<file path="src/rtl/seq_mult.sv">
// Sequential unsigned shift-add multiplier, one multiplier bit per cycle, start/busy/valid handshake.
// Optional SEQ_MULT_ZERO_SKIP_EN: a zero operand bypasses RUN and completes in one cycle.
module seq_mult #(
  parameter int unsigned WIDTH = 8
) (
  input  logic               clk,
  input  logic               rst_n,
  input  logic               start,
  input  logic [WIDTH-1:0]   a,
  input  logic [WIDTH-1:0]   b,
  output logic               busy,
  output logic               valid,
  output logic [2*WIDTH-1:0] product,
  output logic               ovf
);

  localparam int unsigned CW = $clog2(WIDTH + 1);

  typedef enum logic [1:0] {
    S_IDLE,
    S_RUN,
    S_DONE
  } state_t;

  state_t               r_state;
  state_t               w_state_next;
  logic [WIDTH-1:0]     r_mcand;
  logic [2*WIDTH-1:0]   r_acc;
  logic [CW-1:0]        r_cnt;

  logic [WIDTH-1:0]     w_addend;
  logic [WIDTH:0]       w_sum;
  logic [2*WIDTH-1:0]   w_acc_shift;
  logic                 w_last;

  // The adder carry lands directly in the accumulator MSB on the shift,
  // so it never needs to be held across cycles.
  assign w_addend    = r_acc[0] ? r_mcand : '0;
  assign w_sum       = {1'b0, r_acc[2*WIDTH-1:WIDTH]} + {1'b0, w_addend};
  assign w_acc_shift = {w_sum, r_acc[WIDTH-1:1]};
  assign w_last      = (r_cnt == CW'(1));

`ifdef SEQ_MULT_ZERO_SKIP_EN
  logic w_zero;
  assign w_zero = (a == '0) || (b == '0);
`endif

  always_ff @(posedge clk or negedge rst_n) begin
    if (!rst_n) begin
      r_state <= S_IDLE;
    end else begin
      r_state <= w_state_next;
    end
  end

  always_comb begin
    w_state_next = r_state;
    case (r_state)
      S_IDLE: begin
        if (start) begin
`ifdef SEQ_MULT_ZERO_SKIP_EN
          w_state_next = w_zero ? S_DONE : S_RUN;
`else
          w_state_next = S_RUN;
`endif
        end
      end
      S_RUN: begin
        if (w_last) begin
          w_state_next = S_DONE;
        end
      end
      S_DONE:  w_state_next = S_IDLE;
      default: w_state_next = S_IDLE;
    endcase
  end

  // busy/valid are registered from the next state so they line up with the state register.
  always_ff @(posedge clk or negedge rst_n) begin
    if (!rst_n) begin
      busy    <= 1'b0;
      valid   <= 1'b0;
      product <= '0;
      ovf     <= 1'b0;
      r_mcand <= '0;
      r_acc   <= '0;
      r_cnt   <= '0;
    end else begin
      busy  <= (w_state_next != S_IDLE);
      valid <= (w_state_next == S_DONE);
      case (r_state)
        S_IDLE: begin
          if (start) begin
            r_mcand <= a;
            r_acc   <= {{WIDTH{1'b0}}, b};
            r_cnt   <= CW'(WIDTH);
`ifdef SEQ_MULT_ZERO_SKIP_EN
            if (w_zero) begin
              product <= '0;
              ovf     <= 1'b0;
              r_cnt   <= '0;
            end
`endif
          end
        end
        S_RUN: begin
          r_acc <= w_acc_shift;
          r_cnt <= r_cnt - CW'(1);
          if (w_last) begin
            product <= w_acc_shift;
            ovf     <= |w_acc_shift[2*WIDTH-1:WIDTH];
          end
        end
        default: ;
      endcase
    end
  end

endmodule

</file>
<file path="config.mk">
export PLATFORM = sky130hd
export DESIGN_NAME = seq_mult
export DESIGN_NICKNAME = d
export VERILOG_FILES = /design/src/rtl/seq_mult.sv
export SDC_FILE = /design/constraint.sdc
export NUM_CORES = 1
export LEC_CHECK = 0
export CAP_MARGIN = 20
export CELL_PAD_IN_SITES_DETAIL_PLACEMENT = 1
export CELL_PAD_IN_SITES_GLOBAL_PLACEMENT = 1
export CORE_MARGIN = 5
export CORE_UTILIZATION = 41
export DETAILED_ROUTE_END_ITERATION = 12
export PLACE_DENSITY = 0.8
export SYNTH_ARGS = -nofsm -noshare
export SYNTH_HDL_FRONTEND = slang
export SYNTH_SLANG_ARGS = --single-unit
</file>
<file path="constraint.sdc">
create_clock -name clk -period 3.34 [get_ports clk]
set_clock_uncertainty 0.15 [all_clocks]
set_input_delay 1.002 -clock clk [delete_from_list [all_inputs] [get_ports clk]]
set_output_delay 1.002 -clock clk [all_outputs]
set_load 0.005 [all_outputs]
</file>
## Word level (Yosys, flattened, before mapping)

Cells that the tools add are included.

| word-level totals | value |
|---|---|
| memory bits (read-only) | 0 |
| memories | 0 |
| memory bits (writable) | 0 |
| flip-flop bits (word level) | 49 |
| latch bits | 0 |
| input bits | 19 |

| cells by class | value |
|---|---|
| shift operators | 0 |
| magnitude comparators | 0 |
| div/mod/pow operators | 0 |
| add/subtract/negate cells | 2 |
| equal/unequal tests | 4 |
| multiplexer cells | 8 |
| reduce and logical (&&, ||, !) cells | 7 |
| multiply operators | 0 |
| bitwise logic cells | 0 |

Operators with widths:

| cell | count |
|---|---|
| one-hot mux 16 bit (2 select lines) | 1 |
| two-way mux 16 bit | 1 |
| adder 8 x 8 -> 9 bit | 1 |
| two-way mux 8 bit | 1 |
| one-hot mux 4 bit (2 select lines) | 1 |
| OR reduction 8 bit | 1 |
| AND reduction 2 bit | 3 |
| == test 4 x 1 -> 1 bit (second input constant) | 1 |
| two-way mux 2 bit | 2 |
| two-way mux 4 bit | 1 |
| one-hot mux 2 bit (2 select lines) | 1 |
| nonzero test 2 bit | 2 |
| subtractor 4 x 1 -> 4 bit (second input constant) | 1 |
| == test 2 x 1 -> 1 bit (second input constant) | 1 |
| == test 2 bit (second input constant) | 1 |
| logical NOT 2 bit | 1 |
| inequality test 2 bit (second input constant) | 1 |

## Depth between registers and ports, before layout

Gate-level depths: netlist of the first run.

| depth | value |
|---|---|
| word-level depth | 4 |
| mapped depth | 8 |

## Worst setup path before layout of the first run

Ideal clock, no wire load.

| timing | value |
|---|---|
| path kind | register to register |
| start | register r_acc[0] |
| end | register ovf |
| data arrival time | 2076 ps |
| setup time | 134 ps |
| stages on the path, launching flop included | 9 |
| clock period less this slack | 2360 ps |
| slack | 980 ps |
| cells stage by stage | dfrtp_1 and2_1 ha_1 fa_1 a21o_1 a221oi_2 xnor2_1 nor4_2 a31oi_1 |

| on the way | value |
|---|---|
| cells in the longest elaborated chain, start to end | 3 |

RTL lines:

| item | line | RTL |
|---|---|---|
| start: declaration | 28 | `logic [2*WIDTH-1:0] r_acc;` |
| start signal: assignment | 95 | `r_acc <= {{WIDTH{1'b0}}, b};` |
| start signal: assignment | 107 | `r_acc <= w_acc_shift;` |
| two-way mux 8 bit | 38 | `assign w_addend = r_acc[0] ? r_mcand : '0;` |
| adder 8 x 8 -> 9 bit | 39 | `assign w_sum = {1'b0, r_acc[2*WIDTH-1:WIDTH]} + {1'b0, w_addend};` |
| OR reduction 8 bit | 111 | `ovf <= \|w_acc_shift[2*WIDTH-1:WIDTH];` |
| end signal: assignment | 111 |  |
| end: declaration | 14 | `output logic ovf` |

No other way between the ends.
A chain may end at the register's enable or synchronous reset.

## Worst setup path after layout of the first run

| timing | value |
|---|---|
| start | register r_acc[0] |
| end | register r_acc[15] |

| on the way | value |
|---|---|
| cells in the longest elaborated chain, start to end | 3 |

RTL lines:

| item | line | RTL |
|---|---|---|
| two-way mux 8 bit | 38 |  |
| adder 8 x 8 -> 9 bit | 39 |  |
| one-hot mux 16 bit (2 select lines) | 91 | `case (r_state)` |

No other way between the ends.

==> results of run 1 <==
worst reg2reg max path: stages, from the launching register on:
cell	delay, ns
dfrtp_1	0.49
and2_1	0.19
ha_1	0.22
fa_1	0.43
a21o_1	0.21
a221oi_2	0.32
o21bai_1	0.12
a21oi_1	0.36
o21ai_0	0.14
area by class of cell:
cell class	count	area, sq um
clock buffers	6	82.58
flip-flops and latches	49	1226
fillers	647	2616
clock inverters	2	37.54
multi-input cells	164	1059
repair buffers	42	402.9
inverters	7	26.28
well taps	72	90.09
logic make-up after synthesis:
logic type                 after synthesis  share of synthesized area, %
muxes                                   10                         4.782
adders and majority gates               11                         6.164
xor gates and xnor gates                 4                         1.488
DFF                                     49                         52.07
AOI/OAI and AO/OA                       56                         15.30
buffers and inverters                   17                         2.976
and+or+nand+nor                         83                         17.22
how the worst max path moves through the flow:
| stage | cells after the start | slack [ns] | endpoint |
|---|---|---|---|
| 2_1_floorplan | 8 | 0.98 | ovf |
| 3_3_place_gp | 5 | 0.53 | r_mcand[1] |
| 3_5_place_dp | 5 | 0.40 | r_mcand[5] |
| 4_1_cts | 8 | 0.60 | r_acc[15] |
| 5_1_grt | 8 | 0.44 | r_acc[15] |
| 6_report | 8 | 0.58 | r_acc[15] |
Yosys cell counts, types with 4 or more instances:
cell type  number  area [sq um]
inv_1           7         26.28
nand2_1        43         161.4
dfrtp_1        49          1226
and2_1          8         50.05
ha_1           10         125.1
a21oi_1        13         65.06
mux2_2         10         112.6
nor2b_1        10         62.56
a21o_1          4         30.03
o21ai_0        18         90.09
clkbuf_1        6         22.52
nor2_1          5         18.77
a22oi_1         8         60.06
per-layer routing:
layer	vias up	GRT usage, %	part of all wire [%]
met1	874	21.12	46
met4	0	5.612	1.1
met3	5	3.746	3.5
li1	868	-	-
met2	27	26.98	49
met5	-	0	0
registers in the layout, summed over array words and instances, names as in the netlist:
signal,flops
product,16
r_acc,16
r_mcand,8
r_cnt,4
r_state,2
busy,1
ovf,1
valid,1
through the flow:
stage                     worst slack [ns]  hold WS (ns)  instances  total power, mW  instance area (sq um)
after global routing                0.4373        0.3491        342            2.782                   2924
after global placement              0.5272        0.3105        334            2.086                   2804
after floorplan                     0.9802        0.2956        230            1.701                   2355
after CTS                           0.6047        0.3359        342            2.608                   2924
final                               0.5833        0.3287        342            2.579                   2924
after detailed placement            0.3966        0.3147        334            2.145                   2804
power by group through the flow:
stage | combinational, mW | clock, mW | sequential [mW]
after floorplan | 0.715 | 0 | 0.986
after global placement | 1.06 | 0 | 1.03
after detailed placement | 1.10 | 0 | 1.05
after CTS | 1.11 | 0.462 | 1.03
after global routing | 1.22 | 0.492 | 1.07
final | 1.10 | 0.451 | 1.03
==> out/metrics.csv, run 1 <==
stage,metric,value,unit
floorplanning,num_rows,27,
logic_synthesis,synth_edf_count,0,
logic_synthesis,synth_fp_nets,260,
timing,setup_tns,0,ns
detailed_routing,wl_per_cell,16.16,um
finish,syn_to_final_growth,24.18,%
worst_setup_path,start_kind,flop,
detailed_routing,vias,1774,
clock_tree,numCtsBuffers,5,
clock_tree,clk_path_buf_depth,2,
worst_setup_path,r2r_cells,8,
power_and_ir_drop,internal-power,1.642,mW
logic_synthesis,yosys.cell_types.count,37,
global_route,antenna_found_initial,0,
place,place_congestion,0.7869,
detailed_routing,post-route-drc-count,0,
timing,tightest_slew,0.6205,ns
power_and_ir_drop,switching_power,0.9371,mW
worst_hold_path,whs_path_depth,2,
logic_synthesis,yosysWarnings,0,
logic_synthesis,synth_flop_cell,dfrtp_1,
worst_setup_path,cp_slowest_cell,dfrtp_1,
clock_tree,cts_max_level,2,
detailed_routing,ant_nets,0,
floorplanning,die_h,85.79,um
detailed_routing,drt_wl_total,5.528,mm
logic_synthesis,yosys_register_bits,49,
detailed_routing,first_pass_iters,4,
worst_hold_path,hold_class,reg -> reg,
worst_setup_path,arrival,2.78,ns
worst_setup_path,crit_buf_inv,0,
detailed_routing,drt-initial-drc-count,83,
worst_setup_path,worstPathRequired,3.36,ns
clock_tree,clkTransAtPathRegs,0.09,ns
power_and_ir_drop,switching_share,36.33,%
timing,finalWorstPathRequiredPeriod,2.757,ns
logic_synthesis,syn_area,0.002355,sq mm
timing,slew_viol_final,0,
worst_setup_path,cp_top_family,compound AO/OA/AOI/OAI gates,
power_and_ir_drop,pwr-share-seq,40.0,%
finish,final_common_cell,dfrtp_1,
floorplanning,dieArea,0.007359,sq mm
worst_setup_path,r2r-start,r_acc[0],
worst_setup_path,crit_fanout,9,
timing,relSlewSlack,58.63,%
worst_hold_path,min-delay-start,product[8],
power_and_ir_drop,power_density,882.2,mW/mm^2
global_route,grt_usage,16.34,%
global_route,grt_pass1_wl,9.418,mm
clock_tree,cts_tree,yes,
clock_tree,cts_resized,0,
timing,hold_viol_final,0,
power_and_ir_drop,vdd_drop_max,0.0003090,V
floorplanning,io_pins,38,
logic_synthesis,ys_seq_area_share,52.07,%
timing,rsz0062_at_grt,no,
global_route,grt_pass1_vias,1892,
flow_run,maxCapViolCount,0,
worst_setup_path,r2r-end,r_acc[15],
timing,fmax,362.8,MHz
global_route,gr-total-overflow,0,
power_and_ir_drop,p_leak,1.369,nW
timing,setup_viol,0,
place,io_buffers,37,
clock_tree,postCtsSetupBuffers,0,
clock_tree,cts_hold_buf,0,
floorplanning,die-width,85.79,um
detailed_routing,vias_per_cell,5.187,
finish,diodes,0,
worst_setup_path,crit_path_end_kind,flop,
place,dp_hpwl,4.068,mm
clock_tree,cts_sinks,49,
clock_tree,cts_root_buf,clkbuf_8,
finish,mostFrequentLayoutCells,"dfrtp_1 (49), nand2_1 (43), clkdlybuf4s50_1 (36), o21ai_0 (18), a21oi_1 (13)",
floorplanning,start_util,42.50,%
logic_synthesis,syn_inst,230,
worst_setup_path,crit_path_cell_trace,and2_1 -> ha_1 -> fa_1 -> a21o_1 -> a221oi_2 -> o21bai_1 -> a21oi_1 -> o21ai_0,
finish,drive_gt1_share,11.85,%
global_route,grt_max_degree,50,
worst_setup_path,path_class,reg -> reg,
outcome,status,completed,
worst_setup_path,max_stage_delay,0.49,ns
worst_hold_path,holdPathEnd,product[8],
worst_setup_path,startpoint,r_acc[0],
clock_tree,clock_latency,0.31,ns
finish,final_util,52.78,%
timing,fin_crit_sh,82.54,%
floorplanning,core,0.005540,sq mm
logic_synthesis,avgSynthCellArea,10.24,sq um
power_and_ir_drop,p_comb_share,42.5,%
logic_synthesis,async_reset_ff_share,100.0,%
power_and_ir_drop,p_clk_share,17.5,%
finish,layout.nets,299,
worst_setup_path,rrSetupSlack,0.58,ns
(Power assumes the default switching activity.)
==> inputs of run 2 (changes only) <==
--- a/config.mk
+++ b/config.mk
@@ -9,9 +9,9 @@
 export CELL_PAD_IN_SITES_DETAIL_PLACEMENT = 1
 export CELL_PAD_IN_SITES_GLOBAL_PLACEMENT = 1
 export CORE_MARGIN = 5
-export CORE_UTILIZATION = 41
+export CORE_UTILIZATION = 37
 export DETAILED_ROUTE_END_ITERATION = 12
-export PLACE_DENSITY = 0.8
+export PLACE_DENSITY = 0.76
 export SYNTH_ARGS = -nofsm -noshare
 export SYNTH_HDL_FRONTEND = slang
 export SYNTH_SLANG_ARGS = --single-unit
==> constraint.sdc (replaced) <==
create_clock -name clk -period 2.5 [get_ports clk]
set_clock_uncertainty 0.15 [all_clocks]
set_input_delay 0.75 -clock clk [delete_from_list [all_inputs] [get_ports clk]]
set_output_delay 0.75 -clock clk [all_outputs]
set_load 0.005 [all_outputs]
==> run 2 against run 1 <==
Effect of this change:
- first-iteration DRC count up 4.8%
- worst hold slack lost 0.039 ns
- setup slack worse by 0.52 ns
- sequential power grew 34%
- core utilization shrank 4.4 points
- largest cell class unchanged
- highest routed layer unchanged
==> out/metrics.csv, run 2 (synthesis results as in run 1) <==
stage,metric,value,unit,change
global_route,grt_use_met3,2.838,%,was 3.746%
power_and_ir_drop,vdd_drop_max,0.0005243,V,was 0.0003090 V
finish,top_regs,"product: 16 flops, r_acc: 16 flops, r_mcand: 8 flops",,unchanged
finish,drive_gt1_share,17.86,%,was 11.85%
clock_tree,cts_tree,yes,,unchanged
floorplanning,dieArea,0.008060,sq mm,was 0.007359 sq mm
global_route,grt_use_met1,19.68,%,was 21.12%
global_route,met2_usage,25.12,%,was 26.98%
worst_setup_path,worstPathRequired,2.51,ns,was 3.36 ns
floorplanning,io_pins,38,,unchanged
detailed_routing,wl_per_cell,16.32,um,was 16.16 um
clock_tree,clk_path_buf_depth,2,,unchanged
timing,rsz0062_at_grt,yes,,was no
place,io_buffers,37,,unchanged
worst_hold_path,hold_class,in -> async,,was reg -> reg
worst_setup_path,crit_path_cell_trace,and2_4 -> ha_4 -> fa_2 -> a21o_1 -> a221oi_4 -> xnor2_2 -> nor4_2 -> a31oi_1,,was and2_1 -> ha_1 -> fa_1 -> a21o_1 -> a221oi_2 -> o21bai_1 -> a21oi_1 -> o21ai_0
finish,mostFrequentLayoutCells,"dfrtp_1 (49), nand2_1 (43), clkdlybuf4s50_1 (36), o21ai_0 (18), buf_4 (14)",,"was dfrtp_1 (49), nand2_1 (43), clkdlybuf4s50_1 (36), o21ai_0 (18), a21oi_1 (13)"
worst_setup_path,arrival,2.45,ns,was 2.78 ns
floorplanning,core,0.006277,sq mm,was 0.005540 sq mm
worst_setup_path,start_kind,flop,,unchanged
place,placedInstanceArea,0.002868,sq mm,was 0.002804 sq mm
floorplanning,start_util,37.51,%,was 42.50%
detailed_routing,vias_per_cell,5.185,,was 5.187
worst_setup_path,crit_path_end_kind,flop,,unchanged
timing,finalWorstPathRequiredPeriod,2.435,ns,was 2.757 ns
detailed_routing,vias,1851,,"was 1,774"
finish,fin_area,0.003037,sq mm,was 0.002924 sq mm
detailed_routing,first_pass_iters,4,,unchanged
global_route,grt_pass1_wl,10.16,mm,was 9.418 mm
timing,tightest_slew,0.5817,ns,was 0.6205 ns
power_and_ir_drop,power_density,1161,mW/mm^2,was 882.2 mW/mm^2
worst_setup_path,max_stage_delay,0.40,ns,was 0.49 ns
clock_tree,cts_hold_buf,0,,unchanged
worst_setup_path,crit_fanout,3,,was 9
worst_setup_path,path_class,reg -> reg,,unchanged
clock_tree,numCtsBuffers,5,,unchanged
floorplanning,die_h,89.78,um,was 85.79 um
clock_tree,clkTransAtPathRegs,0.09,ns,about the same
clock_tree,clock_latency,0.30,ns,was 0.31 ns
global_route,grt_usage,15.16,%,was 16.34%
global_route,grt_max_degree,27,,was 50
timing,fmax,410.7,MHz,was 362.8 MHz
detailed_routing,post-route-drc-count,0,,unchanged
place,place_congestion,0.8265,,was 0.7869
detailed_routing,drt_wl_total,5.827,mm,was 5.528 mm
detailed_routing,ant_nets,0,,unchanged
floorplanning,num_rows,29,,was 27
finish,layout.nets,309,,was 299
place,dp_hpwl,4.250,mm,was 4.068 mm
flow_run,maxCapViolCount,0,,unchanged
finish,diodes,0,,unchanged
timing,hold_viol_final,0,,unchanged
timing,fin_crit_sh,97.39,%,was 82.54%
clock_tree,cts_max_level,2,,unchanged
worst_setup_path,cp_slowest_cell,dfrtp_1,,unchanged
global_route,antenna_found_initial,0,,unchanged
detailed_routing,drt-initial-drc-count,87,,was 83
finish,syn_to_final_growth,28.96,%,was 24.18%
finish,final_common_cell,dfrtp_1,,unchanged
power_and_ir_drop,power.total,3.526,mW,was 2.579 mW
clock_tree,cts_root_buf,clkbuf_8,,unchanged
timing,setup_viol,0,,unchanged
power_and_ir_drop,p_leak,1.423,nW,was 1.369 nW
global_route,grt_busiest_layer,met2,,unchanged
outcome,status,completed,,unchanged
timing,slew_viol_final,0,,unchanged
floorplanning,die-width,89.78,um,was 85.79 um
timing,relSlewSlack,61.22,%,was 58.63%
global_route,grt_pass1_vias,2062,,"was 1,892"
global_route,gr-total-overflow,0,,unchanged
clock_tree,cts_sinks,49,,unchanged
run 2: worst paths after layout:
kind,end,startpoint,slack (ns),depth (start not counted)
min in group clk,product[13],product[13],0.33,2
hold reg to reg,product[13],product[13],0.33,2
max in group asynchronous,r_acc[10],rst_n,1.38,2
hold / removal,r_cnt[1],rst_n,0.29,1
setup / recovery,ovf,r_acc[0],0.07,8
setup reg to reg,ovf,r_acc[0],0.07,8
run 2: metal layers:
metal | vias up | routed length, um
met5 | - | 0
met1 | 926 | 2673
met2 | 30 | 2887
met3 | 7 | 198
met4 | 0 | 68
li1 | 888 | -
run 2: worst max-delay path: cells and delay by family (launching register included):
| kind | cells | cell delay (ns) |
|---|---|---|
| simple gates | 2 | 0.44 |
| compound gates | 3 | 0.63 |
| xor+xnor | 1 | 0.15 |
| flops | 1 | 0.40 |
| fa+ha+maj | 2 | 0.54 |
run 2: per-stage QoR:
step / hold WS [ns] / std cells / util (%) / TNS [ns] / setup slack [ns]
6_report: 0.2897 / 357 / 48.38 / 0 / 0.06536
5_1_grt: 0.3388 / 357 / 48.38 / -0.05989 / -0.04844
4_1_cts: 0.3050 / 353 / 47.40 / 0 / 0.03661
3_5_place_dp: 0.3172 / 345 / 45.68 / -0.02853 / -0.02853
3_3_place_gp: 0.3097 / 345 / 45.68 / 0 / 0.02231
2_1_floorplan: 0.2956 / 230 / - / 0 / 0.1402
run 2: where the power goes:
group          internal, mW  leakage (nW)  total [mW]  switching (mW)
sequential             1.13         0.611        1.38           0.249
combinational         0.894         0.769        1.70           0.802
clock                 0.193        0.0439       0.455           0.262
run 2: cell type report:
type                       count  area (sq um)
fill                         701          3241
sequential                    49          1226
multi-input combinational    164          1111
timing repair buffer          52         490.5
tap                           77         96.34
clock buffer                   5         68.82
inverter                       7         26.28
clock inverter                 3         17.52
run 2: what timing repair did:
item,4_1_cts,5_1_grt
resized for setup,3,7
endpoints found under the setup margin,1,3
buffers inserted,0,4
pin swaps,0,10
==> inputs of run 3 (changes only) <==
--- a/config.mk
+++ b/config.mk
@@ -15,3 +15,4 @@
 export SYNTH_ARGS = -nofsm -noshare
 export SYNTH_HDL_FRONTEND = slang
 export SYNTH_SLANG_ARGS = --single-unit
+export TNS_END_PERCENT = 30
==> results of run 3 <==
No change in the layout: final DEF, timing and power equal those of run 2.
